[src/rtl/irq_pkg.sv]
// Shared definitions for the interrupt capture stage and the priority encoder.
package irq_pkg;

    localparam int NUM_CH = 4;

    // Channel index as produced by the 4-to-2 encoder.
    typedef logic [1:0] ch_idx_t;

    // All channels unmasked out of reset.
    localparam logic [NUM_CH-1:0] MASK_RST = '0;

endpackage

[src/rtl/sync_ff.sv]
// Single-bit synchroniser of configurable depth for one asynchronous request line.
module sync_ff #(
    parameter int STAGES = 2
) (
    input  logic clk,
    input  logic rst_n,
    input  logic d,
    output logic q
);

    logic [STAGES-1:0] chain;

    // Shift the raw input through the flop chain; bit 0 is the metastable stage.
    always_ff @(posedge clk) begin
        if (!rst_n) chain <= '0;
        else        chain <= {chain[STAGES-2:0], d};
    end

    assign q = chain[STAGES-1];

endmodule

[src/rtl/irq_pending_4.sv]
// Four-channel interrupt capture: synchronise, rising-edge detect, sticky pending
// with acknowledge, per-channel mask on the output, and saturating miss counters.
module irq_pending_4
    import irq_pkg::*;
#(
    parameter int SYNC_STAGES = 2,
    parameter int CNT_W       = 4
) (
    input  logic                    clk,
    input  logic                    rst_n,
    input  logic [NUM_CH-1:0]       irq_in,
    input  logic                    mask_we,
    input  logic [NUM_CH-1:0]       mask_wdata,
    input  logic                    ack,
    input  ch_idx_t                 ack_idx,
    input  logic                    cnt_clr,
    output logic [NUM_CH-1:0]       pend,
    output logic                    pend_any,
    output logic [NUM_CH-1:0]       mask,
    output logic [NUM_CH*CNT_W-1:0] missed_cnt,
    output logic                    ack_err
);

    localparam logic [CNT_W-1:0] CNT_MAX = '1;

    logic [NUM_CH-1:0]            sync;
    logic [NUM_CH-1:0]            prev;
    logic [NUM_CH-1:0]            edge_det;
    logic [NUM_CH-1:0]            ack_hit;
    logic [NUM_CH-1:0]            pending;
    logic [NUM_CH-1:0][CNT_W-1:0] cnt;

    for (genvar n = 0; n < NUM_CH; n++) begin : g_sync
        sync_ff #(.STAGES(SYNC_STAGES)) u_sync (
            .clk  (clk),
            .rst_n(rst_n),
            .d    (irq_in[n]),
            .q    (sync[n])
        );
    end

    assign edge_det = sync & ~prev;
    assign ack_hit  = ack ? (NUM_CH'(1) << ack_idx) : '0;

    // Previous synchronised sample for edge detection; reset to 0 so a line
    // held high through reset release still yields one event.
    always_ff @(posedge clk) begin
        if (!rst_n) prev <= '0;
        else        prev <= sync;
    end

    // Sticky pending flags: a new edge wins over an ack of the same channel.
    always_ff @(posedge clk) begin
        if (!rst_n) begin
            pending <= '0;
        end else begin
            for (int n = 0; n < NUM_CH; n++) begin
                if (edge_det[n])     pending[n] <= 1'b1;
                else if (ack_hit[n]) pending[n] <= 1'b0;
            end
        end
    end

    // Missed-event counters: an edge landing on an unserviced pending flag is a
    // miss; an edge coinciding with its own ack replaces the serviced event.
    always_ff @(posedge clk) begin
        if (!rst_n) begin
            cnt <= '0;
        end else begin
            for (int n = 0; n < NUM_CH; n++) begin
                if (cnt_clr)
                    cnt[n] <= '0;
                else if (edge_det[n] && pending[n] && !ack_hit[n] && cnt[n] != CNT_MAX)
                    cnt[n] <= cnt[n] + 1'b1;
            end
        end
    end

    // Mask register; gates only the pend output, never the capture logic.
    always_ff @(posedge clk) begin
        if (!rst_n)       mask <= MASK_RST;
        else if (mask_we) mask <= mask_wdata;
    end

    // Ack of a channel with no raw pending event is flagged for one cycle.
    always_ff @(posedge clk) begin
        if (!rst_n) ack_err <= 1'b0;
        else        ack_err <= ack && !pending[ack_idx];
    end

    assign pend       = pending & ~mask;
    assign pend_any   = |pend;
    assign missed_cnt = cnt;

endmodule

[config.mk]
export PLATFORM = sky130hd
export DESIGN_NAME = irq_pending_4
export DESIGN_NICKNAME = d
export VERILOG_FILES = /design/src/rtl/irq_pkg.sv /design/src/rtl/sync_ff.sv /design/src/rtl/irq_pending_4.sv
export SDC_FILE = /design/constraint.sdc
export NUM_CORES = 1
export LEC_CHECK = 0
export CORE_ASPECT_RATIO = 1.4
export CORE_UTILIZATION = 47
export CTS_CLUSTER_SIZE = 40
export DETAILED_ROUTE_END_ITERATION = 10
export PLACE_DENSITY = 0.78
export SLEW_MARGIN = 20
export SYNTH_ARGS = -nofsm -noshare
export SYNTH_HDL_FRONTEND = slang
export SYNTH_SLANG_ARGS = --single-unit
[constraint.sdc]
create_clock -name clk -period 1.51 [get_ports clk]
set_input_delay 0.302 -clock clk [delete_from_list [all_inputs] [get_ports clk]]
set_output_delay 0.302 -clock clk [all_outputs]
set_load 0.05 [all_outputs]
### Word-level counts from Yosys, hierarchy flattened

Index checks and enable logic that the tools add are counted.

* flip-flop bits (word level): 37
* input port bits: 15
* output and inout bits: 26
* logic and storage cells: 65

* $add $sub $neg: 4
* $lt $le $gt $ge: 1
* eq/ne operators: 4
* shift-type cells: 1
* muxes and demuxes: 11
* bitwise logic cells: 5
* reduce and logical (&&, ||, !) cells: 24

Operators with widths (number)
* 4-bit by 1-bit adder with 4-bit output (second input constant): 4
* 4-bit != test (second input constant): 4
* 1-bit logical AND: 13
* 1-bit 2-to-1 mux: 9
* 4-bit bitwise AND: 2
* 4-bit NOT: 2
* 2-bit nonzero test: 4
* 1-bit logical NOT: 5
* 4-bit 2-to-1 mux: 1
* 4-bit OR reduction: 1
* 1-bit by 2-bit << shifter with 4-bit output (first input constant): 1
* 2-bit by 3-bit less-than comparator with 1-bit output (second input constant): 1
* 1-bit binary-select mux with 2-bit select: 1
* 2-bit OR reduction: 1
* 1-bit NOT: 1

### Depth between registers and ports, before layout

Gate-level depths: netlist of run 1.

* depth in word-level cells: 5
* mapped depth: 5
* mapped depth without buffers: 5

### Cells and area by module

A second synthesis of run 1 with hierarchy kept.

* cell total of the unflattened synthesis: 148
* area total of the unflattened synthesis: 1486.4 um2

Modules (own cells, without submodules)
* irq_pending_4: times used 1, cells an instance 132, area each 1276.2 um2, seq. area each 580.6 um2
* sync_ff: times used 4, cells an instance 4, area each 52.6 um2, seq. area each 40.0 um2

### Worst setup path before layout of run 1

No wires, ideal clock.

* path kind: flip-flop to output port
* from: register mask[3]
* to: output port pend_any
* arrival time: 1.830 ns
* data required time: 1.208 ns
* path slack: -0.622 ns
* stages on the path, launching flop included: 3
* buffers on the path: 0
* path through: dfxtp_1 -> nor2b_1 -> or4_1

* word-level cells in the longest chain between the ends: 3

Ends and longest elaborated chain
* from (decl): RTL line irq_pending_4.sv:19 `output logic [NUM_CH-1:0] mask,`
* from (signal assigned): RTL line irq_pending_4.sv:82 `else if (mask_we) mask <= mask_wdata;`
* 4-bit NOT: RTL line irq_pending_4.sv:91 `assign pend = pending & ~mask;`
* 4-bit bitwise AND: RTL line irq_pending_4.sv:91
* net pend[3]: RTL line irq_pending_4.sv:17 `output logic [NUM_CH-1:0] pend,`
* 4-bit OR reduction: RTL line irq_pending_4.sv:92 `assign pend_any = |pend;`
* to (decl): RTL line irq_pending_4.sv:18 `output logic pend_any,`

The timed path passes the listed nets, and every way through them passes these cells.

### Worst setup path after layout of run 1

* from: register pending[1]
* to: output port pend_any

* word-level cells in the longest chain between the ends: 2

Ends and longest elaborated chain
* from (decl): RTL line irq_pending_4.sv:30 `logic [NUM_CH-1:0] pending;`
* from (signal assigned): RTL line irq_pending_4.sv:55 `pending <= '0;`
* from (signal, indexed assignment): RTL line irq_pending_4.sv:58 `if (edge_det[n]) pending[n] <= 1'b1;`
* from (signal, indexed assignment): RTL line irq_pending_4.sv:59 `else if (ack_hit[n]) pending[n] <= 1'b0;`
* 4-bit bitwise AND: RTL line irq_pending_4.sv:91
* 4-bit OR reduction: RTL line irq_pending_4.sv:92

No other way between the ends.

==> results of run 1 <==
## state kept, by name, summed over array words and instances (netlist names)
signal               cells
prev                     4
g_sync.u_sync.chain      8
mask                     4
pending                  4
ack_err                  1
missed_cnt              16
## critical path, stage by stage, from the launching register on
cell and delay [ps]:
dfxtp_2 330, nor2b_4 140, or4_4 530, buf_8 170
## per-layer routing
layer / up-vias / GRT usage, % / wire, microns
met3: 10 / 4.61 / 132
met1: 615 / 21.9 / 1340
met4: 0 / 10.7 / 65
met2: 41 / 49.2 / 2240
li1: 639 / - / -
met5: - / 0 / 0
## synth_stat cells
cell type / count / area, sq um
dfxtp_1: 37 / 741
nand3b_1: 2 / 15.0
nand3_1: 9 / 45.0
and2_1: 12 / 75.1
o211ai_1: 1 / 7.51
nor2_1: 12 / 45.0
mux2i_1: 9 / 90.1
or4_1: 1 / 7.51
nand4_1: 6 / 37.5
or3_1: 4 / 25.0
a21oi_1: 9 / 45.0
nor2b_1: 16 / 100
mux2_2: 1 / 11.3
ha_1: 4 / 50.1
and3b_1: 4 / 35.0
nand2b_1: 1 / 6.26
nand4_2: 1 / 12.5
nand4_4: 1 / 21.3
o21ai_0: 4 / 20.0
clkbuf_1: 5 / 18.8
xor2_1: 8 / 70.1
or3b_2: 1 / 8.76
## per-stage QoR
step	hold slack, ps	power (uW)
6_report	444	2050
2_1_floorplan	392	1170
4_1_cts	448	2060
3_3_place_gp	417	1300
3_5_place_dp	430	1320
5_1_grt	470	2120
## cell usage in the layout, fill, tap and decap left out
cell type        instances
a21oi_1                  8
a21oi_2                  1
and2_1                  12
and3b_1                  4
buf_12                  24
buf_4                   18
buf_6                    1
buf_8                    1
clkbuf_8                 7
clkdlybuf4s50_1         12
clkinv_2                 1
dfxtp_1                 23
dfxtp_2                 11
dfxtp_4                  3
dlygate4sd2_1            1
dlymetal6s2s_1           1
ha_1                     4
mux2_2                   1
mux2i_1                  9
nand2b_1                 1
nand3_1                  8
nand3_2                  1
nand3b_1                 2
nand4_1                  6
nand4_4                  2
nor2_1                  12
nor2b_1                 11
nor2b_2                  3
nor2b_4                  2
o211ai_1                 1
o21ai_0                  3
o21ai_1                  1
or3_1                    4
or3b_4                   1
or4_4                    1
xor2_1                   8
## cell families after synthesis
group | count (synthesis) | share of synthesized area [%]
buffers and inverters | 5 | 1.26
flip-flops | 37 | 49.8
AND/OR/NAND/NOR | 70 | 29.2
adder cells (fa/ha/maj) | 4 | 3.36
AO/OA/AOI/OAI | 14 | 4.88
XOR/XNOR | 8 | 4.71
multiplexers | 10 | 6.81
## report_power, final
| group | total, uW | switching, uW | internal [uW] |
|---|---|---|---|
| Sequential | 1020 | 20.5 | 1000 |
| Combinational | 288 | 138 | 150 |
| Clock | 738 | 326 | 412 |
## what timing repair did
| item | in CTS | in global routing |
|---|---|---|
| cloned | 0 | 0 |
| gates resized for setup | 8 | 7 |
| setup endpoints to repair | 4 | 5 |
| pin swaps | 1 | 4 |
## cell type report
class,instances,share of cell area [%]
clock buffer,7,3.90
clock inverter,1,0.203
multi-input combinational,106,31.3
sequential,37,31.0
tap,37,1.87
timing repair buffer,58,31.7
## path summary, 6_finish.rpt
kind	start	end	slack, ps	cells past startpoint
hold reg to reg	g_sync[3].u_sync.chain[0]	g_sync[3].u_sync.chain[1]	440	1
setup reg to reg	missed_cnt[1]	missed_cnt[3]	80	5
hold / removal	g_sync[3].u_sync.chain[0]	g_sync[3].u_sync.chain[1]	440	1
setup / recovery	pending[1]	pend_any	-240	3
==> impl_metrics.toml, run 1 <==
[run_status]
outcome = "complete, but fails checks"
violations = "setup timing"

[cts]
clkSlewWorstSetupHoldPaths_ps = 70
cts_buffers = 5
clock_latency_ps = 280
ctsHoldBuffers = 0
cts_root_buf = "clkbuf_8"
htree_levels = 2
post_cts.repair.setup_buffers = 0
cts_tree = "built"
cts_sinks = 37
cts_buffer_depth = 2

[timing]
clock.fmax_ghz = 0.571
slew-limit-headroom_pct = 81.9
setup_viol = 1
setup_ws_ps = -241
finClkSkew_ps = 5.42
tightest_slew_ps = 268
rsz0062_at_grt = "true"
fin_crit_sh_pct = 116
maxSlewViolCount = 0
final.min_clock_period_ps = 1750
timing.setup.tns_ps = -241
finalHoldViolations = 0

[cells_and_area]
utilization_pct = 84.2
drive_gt1_share_pct = 37.3
nFillCells = 171
seq_area_sq_um = 766
stdcell_area_sq_um = 2470
multi_input_area_sq_um = 774
antennaDiodeCount = 0
finalNonFillerCells = 246
area_growth_syn_to_layout_pct = 66.1
nets = 227

[floorplan]
fp-row-count = 23
die_w_microns = 49.6
io_pins = 41
initial_utilization_pct = 50.7
core_sq_um = 2940
die_y_microns = 68.6
die-area_sq_um = 3400

[routing]
wire_per_inst_microns = 15.4
drt_iter0_drc = 29
vias_per_cell = 5.30
num_vias = 1305
totalWireLength_microns = 3780
drc = 0
first_pass_iters = 4
drtAntennaViolNets = 0

[logic_synthesis]
syn_area_sq_um = 1490
yosysSeqAreaShare_pct = 49.8
synthesis.instances = 148
ys_types = 22
syn-num-nets = 167
synth.ff_latch_count = 37
synth_warnings = 0
avgSynthCellArea_sq_um = 10.1

[min_path]
worst_hold_path_type = "register to register"

[global_routing]
gr-usage-all-layers_pct = 23.7
grt_remaining_overflow = 0
antenna_found_initial = 0
grt_start_max_net_pins = 12
grt_pass1_wl_microns = 5850
grt_pass1_vias = 1305

[worst_setup_path]
end_kind = "output port"
path_max_fanout = 2
crit_arrival_ps = 1450
crit_type = "register to output port"
cp.required_ps = 1210
start_kind = "register"

[place]
hpwl_microns = 2750
dp_cells = 238
gp_congestion = 0.836
pre_cts_slack_ps = -300
place_area_sq_um = 2320
place.port_buffers = 40

[pwr]
power.density_nw_per_um2 = 829
vdd_drop_max_mv = 1.10
p_leak_uw = 0.00102

[job]
maxCapViolCount = 0
Power figures use the tool's default switching activity.
==> run 2: changes to the inputs <==
--- a/config.mk
+++ b/config.mk
@@ -6,11 +6,12 @@
 export NUM_CORES = 1
 export LEC_CHECK = 0
 export CORE_ASPECT_RATIO = 1.4
-export CORE_UTILIZATION = 47
+export CORE_UTILIZATION = 45
 export CTS_CLUSTER_SIZE = 40
 export DETAILED_ROUTE_END_ITERATION = 10
-export PLACE_DENSITY = 0.78
+export PLACE_DENSITY = 0.76
 export SLEW_MARGIN = 20
 export SYNTH_ARGS = -nofsm -noshare
 export SYNTH_HDL_FRONTEND = slang
 export SYNTH_SLANG_ARGS = --single-unit
+export TNS_END_PERCENT = 20
==> run 2 against run 1 <==
The run still ends with setup timing left. Power grew 13%. Non-clock buffer count grew 6. Clock power grew 37%. Register-to-register slack gained 50 ps. Cell count grew 3.3%. Core utilization shrank 3.0 points. First-iteration DRC count grew 21%. Die area grew 4.3%. Flip-flop and latch count is the same. Fmax shrank 0.17%. Highest routed layer unchanged.
==> impl_metrics.toml, run 2 (synthesis results as in run 1) <==
[cells_and_area]
multi_input_area_sq_um = 763
nFillCells = 184
area_growth_syn_to_layout_pct = 70.4
seq_area_sq_um = 761
layout_common_cells = "dfxtp_1 (27), buf_4 (25), buf_12 (24)"
layout_commonest_cell = "dfxtp_1"
nets = 233
drive_gt1_share_pct = 35.8
antennaDiodeCount = 0
largest_reg_flops = 16

[routing]
first_pass_iters = 4
wire_per_inst_microns = 14.8
drc = 0
drt_iter0_drc = 35
totalWireLength_microns = 3760
vias_per_cell = 5.08
drtAntennaViolNets = 0
num_vias = 1291

[worst_setup_path]
path_buf_inv = 1
start_kind = "register"
path_max_fanout = 2
path_delay_family = "simple AND/OR/NAND/NOR gates"
cpPeakStageDelay_ps = 540
cp.required_ps = 1210
cpMaxStageDelayCell = "or4_4"
crit_arrival_ps = 1450
crit_chain = "nor2b_4 -> or4_4 -> buf_8"
end_kind = "output port"
crit_type = "register to output port"

[timing]
finClkSkew_ps = 11.6
finalHoldViolations = 0
rsz0062_at_grt = "true"
tightest_slew_ps = 293
slew-limit-headroom_pct = 80.4
setup_ws_ps = -244
maxSlewViolCount = 0
final.min_clock_period_ps = 1750
clock.fmax_ghz = 0.570
whs_ps = 438
setup_viol = 1
fin_crit_sh_pct = 116

[pwr]
power.density_nw_per_um2 = 916
vdd_drop_max_mv = 0.915
p_leak_uw = 0.00107
finalPower_uw = 2320

[cts]
cts_buffers = 5
cts_sinks = 37
cts_root_buf = "clkbuf_8"
clock_latency_ps = 300
cts_tree = "built"
clkSlewWorstSetupHoldPaths_ps = 70
cts_buffer_depth = 2
htree_levels = 2

[run_status]
violations = "setup timing"
outcome = "complete, but fails checks"

[floorplan]
fp-row-count = 24
die_w_microns = 50.6
core_sq_um = 3120
initial_utilization_pct = 47.6
io_pins = 41
die_y_microns = 70.0
die-area_sq_um = 3540

[global_routing]
grt_pass1_vias = 1359
grt_start_max_net_pins = 17
grt_pass1_wl_microns = 6270
antenna_found_initial = 0
grt_remaining_overflow = 0
gr-usage-all-layers_pct = 24.6

[job]
maxCapViolCount = 0

[min_path]
worst_hold_path_type = "register to register"

[place]
hpwl_microns = 2750
place.port_buffers = 40
gp_congestion = 0.807
[run 2: cell count changes in the layout (fill, tap and decap cells not counted), moves of 2 or more]
cell,delta
dfxtp_2,-4
clkbuf_8,-2
dfxtp_1,+4
bufinv_16,+2
buf_4,+7
[run 2: what timing repair did]
| action | in CTS | in global routing |
|---|---|---|
| hold endpoints to repair | 0 | 0 |
| endpoints found under the setup margin | 3 | 8 |
| pin swaps | 1 | 1 |
| hold buffers | 0 | 0 |
| resized for setup | 8 | 2 |
| cloned | 0 | 0 |
| buffers inserted | 2 | 0 |
[run 2: routing by layer]
metal  vias up  part of all wire [%]  global-route usage [%]
met2        41                    57                    46.4
met3         5                   4.9                    7.63
li1        644                     -                       -
met5         -                     0                       0
met4         0                   1.6                    10.2
met1       601                    37                    23.6
[run 2: final cells by class]
cell class                 instances  area share, %
clock inverter                     3           2.57
tap                               39           1.92
multi-input combinational        106           30.1
timing repair buffer              64           32.7
clock buffer                       5           2.71
sequential                        37           30.0
[run 2: per-stage QoR]
| step | instance area, sq um | cells | util, % | setup slack (ps) | setup TNS, ps |
|---|---|---|---|---|---|
| global placement | 2350 | 244 | 75.2 | -276 | -2760 |
| finish | 2530 | 254 | 81.2 | -244 | -244 |
| floorplan | 1520 | 148 | - | -73.5 | -287 |
| detailed placement | 2350 | 244 | 75.2 | -326 | -3740 |
| global route | 2530 | 254 | 81.2 | -276 | -309 |
| CTS | 2530 | 254 | 81.0 | -246 | -246 |
[run 2: path summary, 6_finish.rpt]
| kind | start | to | slack (ps) | cells past startpoint |
|---|---|---|---|---|
| min reg2reg | g_sync[3].u_sync.chain[0] | g_sync[3].u_sync.chain[1] | 440 | 1 |
| max reg2reg | missed_cnt[0] | missed_cnt[3] | 130 | 5 |
| max | pending[0] | pend_any | -240 | 3 |
| min | g_sync[3].u_sync.chain[0] | g_sync[3].u_sync.chain[1] | 440 | 1 |
[run 2: report_power, final]
group	total (uW)	leakage (uW)	internal [uW]	switching, uW
Combinational	293	0.000698	154	139
Sequential	1020	0.000307	1000	19.6
Clock	1010	0.0000681	656	352
==> run 3: changes to the inputs <==
--- a/config.mk
+++ b/config.mk
@@ -9,7 +9,7 @@
 export CORE_UTILIZATION = 45
 export CTS_CLUSTER_SIZE = 40
 export DETAILED_ROUTE_END_ITERATION = 10
-export PLACE_DENSITY = 0.76
+export PLACE_DENSITY = 0.77
 export SLEW_MARGIN = 20
 export SYNTH_ARGS = -nofsm -noshare
 export SYNTH_HDL_FRONTEND = slang
==> constraint.sdc (replaced) <==
create_clock -name clk -period 1.7 [get_ports clk]
set_input_delay 0.34 -clock clk [delete_from_list [all_inputs] [get_ports clk]]
set_output_delay 0.34 -clock clk [all_outputs]
set_load 0.05 [all_outputs]
==> run 3 against run 2 <==
The run still ends with setup timing left. Core utilization is 11 points lower. Critical path depth unchanged. Power shrank 18%. Sequential share of layout area rose by 4.4 points. Flip-flop and latch count did not move. Setup slack gained 160 ps. Hold slack got worse by 2.5 ps. Via count down 2.3%. Clock skew shrank 5.8 ps. Wire length decreased by 18%. Global-route usage decreased by 4.7 points. First-iteration DRC count shrank 51%. Highest routed layer unchanged.
==> impl_metrics.toml, run 3 (synthesis results as in run 1) <==
[place]
place.port_buffers = 40
gp_congestion = 0.748
pre_cts_slack_ps = -147
hpwl_microns = 2380

[timing]
clock.fmax_ghz = 0.562
finClkSkew_ps = 5.78
setup_ws_ps = -80.5
slew-limit-headroom_pct = 82.7
timing.setup.tns_ps = -80.5
whs_ps = 435
maxSlewViolCount = 0
setup_viol = 1
finalHoldViolations = 0
final.min_clock_period_ps = 1780
rsz0062_at_grt = "true"
tightest_slew_ps = 260
fin_crit_sh_pct = 105

[floorplan]
initial_utilization_pct = 47.6
io_pins = 41
die_y_microns = 70.0
fp-row-count = 24
die-area_sq_um = 3540
die_w_microns = 50.6
core_sq_um = 3120

[cells_and_area]
antennaDiodeCount = 0
drive_gt1_share_pct = 30.9
nFillCells = 230
layout_commonest_cell = "buf_4"
layout_common_cells = "buf_4 (37), dfxtp_1 (31), clkdlybuf4s50_1 (14)"
utilization_pct = 70.1
nets = 225
largest_reg_flops = 16
area_growth_syn_to_layout_pct = 47.1

[worst_setup_path]
path_max_fanout = 2
path_delay_family = "simple AND/OR/NAND/NOR gates"
crit_arrival_ps = 1440
path_buf_inv = 1
cp.required_ps = 1360
cpPeakStageDelay_ps = 530
reg2reg_depth = 5
reg2reg_slack_ps = 260
crit_type = "register to output port"
r2r-end = "missed_cnt[3]"
crit_chain = "nor2b_4 -> or4_4 -> buf_8"
start_kind = "register"
end_kind = "output port"
worstReg2RegStart = "missed_cnt[0]"
cpMaxStageDelayCell = "or4_4"

[routing]
vias_per_cell = 5.13
totalWireLength_microns = 3090
num_vias = 1261
wire_per_inst_microns = 12.6
drtAntennaViolNets = 0
drt_iter0_drc = 17
first_pass_iters = 4
drc = 0

[pwr]
clkPwrFrac_pct = 40.3
comb_power_share_pct = 12.1
finalPower_uw = 1900
seqPwrFrac_pct = 47.6
swShare_pct = 21.9
p_leak_uw = 0.000942
p_int_uw = 1480
p_switching_uw = 417
power.density_nw_per_um2 = 869
vdd_drop_max_mv = 0.883

[global_routing]
gr-usage-all-layers_pct = 19.9
grt_pass1_wl_microns = 5220
grt_pass1_vias = 1299
grt_remaining_overflow = 0
grt_start_max_net_pins = 17
antenna_found_initial = 0

[cts]
cts_sinks = 37
cts_buffers = 5
htree_levels = 2
clkSlewWorstSetupHoldPaths_ps = 70
cts_buffer_depth = 2
cts_tree = "built"
cts_root_buf = "clkbuf_8"
clock_latency_ps = 290

[min_path]
worstHoldEndpoint = "g_sync[0].u_sync.chain[1]"
hold_depth = 1
min_from = "g_sync[0].u_sync.chain[0]"
worst_hold_path_type = "register to register"

[run_status]
violations = "setup timing"
outcome = "complete, but fails checks"

[job]
maxCapViolCount = 0
-- run 3: power by group through the flow --
stage / Combinational (uW) / Clock [uW] / Sequential [uW]
finish: 231 / 766 / 905
global route: 247 / 828 / 907
CTS: 233 / 790 / 905
detailed placement: 221 / 0 / 924
global placement: 215 / 0 / 923
floorplan: 89.1 / 0 / 949
-- run 3: per-layer routing --
metal	GRT usage [%]	share of wire [%]	vias up	wire length [microns]
met5	0	0	-	0
met4	10.8	2.0	0	63
met3	6.54	5.0	8	156
met2	38.5	57	36	1750
met1	16.6	36	591	1120
li1	-	-	626	-
-- run 3: cell type report --
cell class	instances	area (sq um)	area share, %
multi-input combinational	106	757	34.6
tap	39	48.8	2.23
clock inverter	1	30.0	1.37
clock buffer	7	86.3	3.95
sequential	37	753	34.4
timing repair buffer	56	513	23.4
-- run 3: stage by stage --
step,cells,area [sq um]
finish,246,2190
global route,246,2190
CTS,246,2190
detailed placement,237,2040
global placement,237,2040
floorplan,148,1510
-- run 3: repair_timing --
action	CTS	global route
gates resized for setup	8	0
cloned	0	0
setup buffers	1	0
endpoints found under the setup margin	1	1
hold buffers	0	0
pin swaps	0	0
-- run 3: how the worst max path moves through the flow --
stage | to | from | slack, ps | cells after the start
CTS | pend_any | pending[3] | -90 | 3
finish | pend_any | pending[3] | -80 | 3
global placement | missed_cnt[1] | ack | -120 | 5
detailed placement | missed_cnt[0] | ack_idx[1] | -150 | 5
global route | pend_any | pending[3] | -120 | 3
floorplan | pend_any | mask[1] | 20 | 2
-- run 3: worst register-to-register path, cell delays in order (launching register included) --
cell and delay, ps:
dfxtp_1 350, ha_1 230, nand3_1 120, nand4_2 160, or3_1 370, a21oi_1 140
